==> src/rtl/rgbled_chain_ctrl.sv <==
// WS281x LED chain driver: flop frame buffer, MSB-first bit serialiser and latch timer.
// Optional continuous refresh: define RGBLED_AUTO_REFRESH_EN.
`timescale 1ns/1ps

module rgbled_chain_ctrl #(
  parameter int NumLeds     = 2,
  parameter int T0HCycles   = 10,
  parameter int T1HCycles   = 20,
  parameter int BitCycles   = 31,
  parameter int LatchCycles = 2000
) (
  input  logic                                               main_clk_buf,
  input  logic                                               rst_sys_n,
  input  logic                                               wr_en_i,
  input  logic [((NumLeds > 1) ? $clog2(NumLeds) : 1)-1:0]   wr_addr_i,
  input  logic [23:0]                                        wr_data_i,
  input  logic                                               go_i,
  output logic                                               busy_o,
  output logic                                               done_o,
  output logic                                               ws281x_dout_o
);

  localparam int AddrW  = (NumLeds > 1) ? $clog2(NumLeds) : 1;
  localparam int MaxCyc = (BitCycles > LatchCycles) ? BitCycles : LatchCycles;
  localparam int CntW   = $clog2(MaxCyc + 1);

  localparam logic [CntW-1:0]  T0Last    = CntW'(T0HCycles - 1);
  localparam logic [CntW-1:0]  T1Last    = CntW'(T1HCycles - 1);
  localparam logic [CntW-1:0]  L0Last    = CntW'(BitCycles - T0HCycles - 1);
  localparam logic [CntW-1:0]  L1Last    = CntW'(BitCycles - T1HCycles - 1);
  localparam logic [CntW-1:0]  LatchLast = CntW'(LatchCycles - 1);
  localparam logic [CntW-1:0]  LatchPre  = CntW'(LatchCycles - 2);
  localparam logic [AddrW-1:0] LastLed   = AddrW'(NumLeds - 1);

`ifdef RGBLED_AUTO_REFRESH_EN
  localparam bit AutoRefresh = 1'b1;
`else
  localparam bit AutoRefresh = 1'b0;
`endif

  if (NumLeds < 1 || NumLeds > 64) begin : g_chk_num_leds
    $error("rgbled_chain_ctrl: NumLeds must be within 1..64");
  end
  if (T0HCycles < 1 || T0HCycles >= T1HCycles) begin : g_chk_t0h
    $error("rgbled_chain_ctrl: need 1 <= T0HCycles < T1HCycles");
  end
  if (T1HCycles >= BitCycles) begin : g_chk_t1h
    $error("rgbled_chain_ctrl: need T1HCycles < BitCycles");
  end
  if (LatchCycles < 2) begin : g_chk_latch
    $error("rgbled_chain_ctrl: LatchCycles must be at least 2");
  end

  typedef enum logic [2:0] {
    ST_IDLE,
    ST_LOAD,
    ST_HIGH,
    ST_LOW,
    ST_LATCH
  } state_t;

  // Frame buffer: one register per LED; out-of-range addresses match no entry.
  logic [23:0] fb_q [NumLeds];

  genvar gi;
  generate
    for (gi = 0; gi < NumLeds; gi++) begin : g_fb
      logic [23:0] entry_reg;
      always_ff @(posedge main_clk_buf or negedge rst_sys_n) begin
        if (!rst_sys_n) begin
          entry_reg <= '0;
        end else if (wr_en_i && (wr_addr_i == AddrW'(gi))) begin
          entry_reg <= wr_data_i;
        end
      end
      assign fb_q[gi] = entry_reg;
    end
  endgenerate

  state_t            state_reg;
  logic [CntW-1:0]   cnt_reg;
  logic [4:0]        bit_idx_reg;
  logic [AddrW-1:0]  led_idx_reg;
  logic [23:0]       shift_reg;
  logic              dout_reg;
  logic              busy_reg;
  logic              done_reg;

  // shift_reg[23] is the bit currently on the wire in HIGH and LOW.
  logic [CntW-1:0] high_last;
  logic [CntW-1:0] low_last;
  assign high_last = shift_reg[23] ? T1Last : T0Last;
  assign low_last  = shift_reg[23] ? L1Last : L0Last;

  always_ff @(posedge main_clk_buf or negedge rst_sys_n) begin
    if (!rst_sys_n) begin
      state_reg   <= ST_IDLE;
      cnt_reg     <= '0;
      bit_idx_reg <= '0;
      led_idx_reg <= '0;
      shift_reg   <= '0;
      dout_reg    <= 1'b0;
      busy_reg    <= 1'b0;
      done_reg    <= 1'b0;
    end else begin
      done_reg <= 1'b0;
      case (state_reg)
        ST_IDLE: begin
          dout_reg <= 1'b0;
          cnt_reg  <= '0;
          if (go_i || AutoRefresh) begin
            state_reg   <= ST_LOAD;
            busy_reg    <= 1'b1;
            led_idx_reg <= '0;
          end
        end
        ST_LOAD: begin
          // Registered buffer read: a write landing this cycle is seen next frame.
          shift_reg   <= fb_q[led_idx_reg];
          bit_idx_reg <= '0;
          cnt_reg     <= '0;
          dout_reg    <= 1'b1;
          state_reg   <= ST_HIGH;
        end
        ST_HIGH: begin
          if (cnt_reg == high_last) begin
            cnt_reg   <= '0;
            dout_reg  <= 1'b0;
            state_reg <= ST_LOW;
          end else begin
            cnt_reg <= cnt_reg + CntW'(1);
          end
        end
        ST_LOW: begin
          if (cnt_reg == low_last) begin
            cnt_reg <= '0;
            if (bit_idx_reg == 5'd23) begin
              if (led_idx_reg == LastLed) begin
                state_reg <= ST_LATCH;
              end else begin
                led_idx_reg <= led_idx_reg + AddrW'(1);
                state_reg   <= ST_LOAD;
              end
            end else begin
              bit_idx_reg <= bit_idx_reg + 5'd1;
              shift_reg   <= {shift_reg[22:0], 1'b0};
              dout_reg    <= 1'b1;
              state_reg   <= ST_HIGH;
            end
          end else begin
            cnt_reg <= cnt_reg + CntW'(1);
          end
        end
        ST_LATCH: begin
          // done_reg is raised one cycle early so it coincides with the final latch cycle.
          if (cnt_reg == LatchLast) begin
            cnt_reg   <= '0;
            busy_reg  <= 1'b0;
            state_reg <= ST_IDLE;
          end else begin
            cnt_reg  <= cnt_reg + CntW'(1);
            done_reg <= (cnt_reg == LatchPre);
          end
        end
        default: begin
          state_reg <= ST_IDLE;
          busy_reg  <= 1'b0;
          dout_reg  <= 1'b0;
          cnt_reg   <= '0;
        end
      endcase
    end
  end

  assign busy_o        = busy_reg;
  assign done_o        = done_reg;
  assign ws281x_dout_o = dout_reg;

endmodule

==> config.mk <==
export PLATFORM = sky130hd
export DESIGN_NAME = rgbled_chain_ctrl
export DESIGN_NICKNAME = d
export VERILOG_FILES = /design/src/rtl/rgbled_chain_ctrl.sv
export SDC_FILE = /design/constraint.sdc
export NUM_CORES = 1
export LEC_CHECK = 0
export BUFFER_PORTS_ARGS = -buffer_cell sky130_fd_sc_hd__buf_2
export CAP_MARGIN = 30
export CORE_MARGIN = 1.5
export CORE_UTILIZATION = 43
export CTS_BUF_LIST = sky130_fd_sc_hd__clkbuf_16
export CTS_CLUSTER_DIAMETER = 200
export DETAILED_ROUTE_END_ITERATION = 8
export GPL_TIMING_DRIVEN = 0
export MAX_ROUTING_LAYER = met4
export PLACE_DENSITY = 0.61
export SLEW_MARGIN = 20
export SYNTH_ARGS = -nofsm -noshare
export SYNTH_HDL_FRONTEND = slang
export SYNTH_SLANG_ARGS = --single-unit
==> constraint.sdc <==
create_clock -name main_clk_buf -period 2.07 [get_ports main_clk_buf]
set_input_delay 0.3105 -clock main_clk_buf [delete_from_list [all_inputs] [get_ports main_clk_buf]]
set_output_delay 0.3105 -clock main_clk_buf [all_outputs]
set_load 0.02 [all_outputs]
==> summary.txt <==
Status -> finished clean
IO Pins -> 32
Clock Latency Late Sink -> 0.33 ns
PnR worst setup slack -> 0.06318 ns
Finished Cell Area -> 0.005472 mm^2
Core Rows -> 37
Post-synthesis adder-cell area fraction -> 0.008375
Synth Warn # -> 0
#FFs+latches synth -> 95
CTS Buffer Depth -> 2
Flop2flop setup slack -> 0.06 ns
Hold Violations, Final -> 0
Crit path DAT -> 2.27 ns
Compound-gate portion of the synthesized area -> 0.1293
Clock skew -> 0.006960 ns
Multiplexer area fraction after synthesis -> 0.1790
Number of synthesized flops with an enable pin -> 0
Largest net degree at the start of global routing -> 52
Most common flop cell mapped by yosys -> dfrtp_1
Fin crit period -> 2.007 ns
Final RePlAce weighted congestion -> 0.8614
Final-report setup violation count -> 0
Avg Cell Area, Syn -> 11.04 um^2
Number of global-route vias before repair -> 3223
Worst-path fanout max -> 8
Final WL -> 9.139 mm
Post-synth top area cell -> dfrtp_1
Placed Cells -> 574
Layout cell share with drive strength beyond 1 -> 0.3766
Chip Width -> 105.1 um
Layout fillers -> 910
Worst vdd ir -> 463.0 uV
CTS tree -> done
Period utilization -> 0.9695
Global-route wire length before repair -> 15.80 mm
Pwr Density -> 1100 mW/mm^2
Port bufs -> 31
Largest register FFs -> 48
Switch share -> 0.3515
Unrepaired setup endpoints after global routing -> yes
F_max -> 0.4983 GHz
Clock Pin Slew Worst Setup and Hold Paths -> 0.07 ns
Area grow syn2layout -> 22.08%
Worst-margin pin slew -> 0.6151 ns
P_leak -> 2.276 nW
Remaining DRCs -> 0
Min-Delay Path Class -> in -> reg
Number of diodes -> 0
Placed cell areas -> 0.004841 mm^2
CTS Buf Count -> 9
Min Hold Slack -> 0.2165 ns
Max-cap violations -> 0
Die ar. -> 0.01104 mm^2
Clk sinks -> 95
Req. time, crit path -> 2.33 ns
Max H-tree Level -> 3
Psw -> 2.115 mW
Comb pwr share -> 0.326
RR Endpoint -> shift_reg[5]
Post-route ant nets -> 0
Post-Syn Instances -> 406
Max-slew headroom -> 0.5899
Slew Limit Fails -> 0
Drt first pass iters -> 4
Hold path endpoint -> g_fb[1].entry_reg[12]
Non-Filler Instances -> 598
Area contributors post-synth -> dfrtp_1 (53%), mux2_2 (12%), mux2i_1 (5.6%)
Die H -> 105.1 um
Initial Util -> 0.4381
Min-Delay Path Depth -> 2
Synth cell types -> 49
Internal Pwr Total -> 3.903 mW
HP Start -> wr_data_i[12]
Post-synth top area share -> 0.5304
Grt ovf -> 0
Register-to-Register Path Depth -> 6
Avg WL per Cell -> 15.28 um
Post-layout nets -> 490
CP Capture Type -> register
DP HPWL -> 6.167 mm
Reg-to-Reg Start -> cnt_reg[10]
Initial antenna violation count -> 0
Setup TNS -> 0 ns
Global Route Usage Sum -> 0.1835
Post-Synth Simple-Gate Area -> 0.1050
Post-Synth XOR/XNOR Area -> 0.01954
Root buf cell -> clkbuf_16
Cell with the most instances after synthesis -> dfrtp_1
Iteration-0 DRC Markers -> 121
Ys async rst share -> 1.000
Final Core Density -> 0.5348
Vias per inst -> 5.366
Flop pwr share -> 0.427
Syn_nets -> 438
Commonest cells in the netlist -> dfrtp_1 (95), mux2_2 (49), o21ai_1 (48), nor2_1 (39), a21oi_1 (31)
DR vias -> 3209
Clock power frac -> 0.248
Largest family of logic cells by synthesized area -> multiplexers
CP startpoint kind -> register
Core Area -> 0.01023 mm^2
Total power -> 6.018 mW
Register area share after synthesis -> 0.5304
Setup WS pre-CTS -> -0.2310 ns
WS Path Type -> reg -> reg
Post-synthesis cell area -> 0.004482 mm^2
## metal layers
layer / share of wire / GRT usage / vias up
met5: 0 / - / -
met4: 0.0056 / 0.04990 / 0
met3: 0.028 / 0.03681 / 4
met2: 0.47 / 0.2750 / 44
met1: 0.50 / 0.2547 / 1602
li1: - / - / 1559
## power by group through the flow
stage / logic, mW / clock network (mW) / registers, mW
6_report: 1.96 / 1.49 / 2.57
5_1_grt: 2.18 / 1.61 / 2.62
4_1_cts: 1.72 / 1.53 / 2.51
3_5_place_dp: 1.62 / 0 / 2.54
3_3_place_gp: 1.58 / 0 / 2.52
2_1_floorplan: 1.24 / 0 / 2.47
## cells by family (layout without fill, tap and decap cells)
logic type,Yosys count,after routing
xor+xnor,10,10
buf+inv,29,85
compound gates,100,100
flops,95,95
fa+ha+maj,3,3
simple gates,95,95
mux,74,74
## repair_timing
action | in CTS | in global routing
hold endpoints to repair | 44 | 0
cloned | 2 | 0
resized for setup | 22 | 60
endpoints found under the setup margin | 40 | 41
hold buffers | 1 | 0
pin swaps | 9 | 27
setup buffers | 7 | 3
## worst max-delay path by stage
stage / start / to / slack [ns]
2_1_floorplan: cnt_reg[10] / bit_idx_reg[2] / -0.01
3_3_place_gp: rst_sys_n / g_fb[0].entry_reg[19] / -0.28
3_5_place_dp: cnt_reg[4] / cnt_reg[10] / -0.23
4_1_cts: cnt_reg[9] / shift_reg[21] / -0.04
5_1_grt: cnt_reg[10] / shift_reg[2] / -0.05
6_report: cnt_reg[10] / shift_reg[5] / 0.06
## cells in the final DEF (no fill, tap or decap), types with 2 or more instances in the layout
| cell type | synthesis | final |
|---|---|---|
| clkbuf_1 | 18 | 7 |
| nand3_1 | 13 | 13 |
| a21oi_1 | 31 | 30 |
| xor2_1 | 6 | 6 |
| dfrtp_1 | 95 | 94 |
| clkbuf_16 | 0 | 9 |
| ha_1 | 3 | 3 |
| clkbuf_2 | 0 | 5 |
| buf_2 | 3 | 33 |
| buf_4 | 0 | 7 |
| a21oi_2 | 2 | 2 |
| clkbuf_4 | 0 | 3 |
| mux2_2 | 49 | 49 |
| buf_6 | 2 | 7 |
| nand2_1 | 16 | 15 |
| inv_1 | 2 | 2 |
| nand4b_1 | 2 | 2 |
| nor2_1 | 39 | 39 |
| o21ai_0 | 3 | 3 |
| nor3_1 | 4 | 3 |
| o21ai_1 | 48 | 11 |
| o21a_1 | 2 | 2 |
| and3_1 | 3 | 3 |
| a31oi_1 | 2 | 2 |
| xnor2_1 | 4 | 4 |
| buf_8 | 0 | 2 |
| nor4b_1 | 2 | 2 |
| a2111oi_4 | 1 | 2 |
| clkinv_2 | 0 | 3 |
| nand3b_1 | 2 | 2 |
| o21ai_2 | 0 | 36 |
| mux2i_1 | 25 | 25 |
## cell type report
class / instances / area, um^2 / area share
sequential: 95 / 2379 / 0.4347
multi-input combinational: 282 / 2192 / 0.4006
timing repair buffer: 45 / 316.6 / 0.05786
clock buffer: 9 / 225.2 / 0.04116
tap: 136 / 170.2 / 0.03110
buffer: 23 / 145.1 / 0.02653
clock inverter: 6 / 36.28 / 0.006632
inverter: 2 / 7.507 / 0.001372
## critical path, stage by stage (launching register included)
cell and delay, ns:
dfrtp_1 0.39, or4_4 0.57, a2111oi_4 0.26, a21oi_2 0.12
or2_4 0.33, buf_6 0.15, o21ai_1 0.12
(Power assumes the default switching activity.)
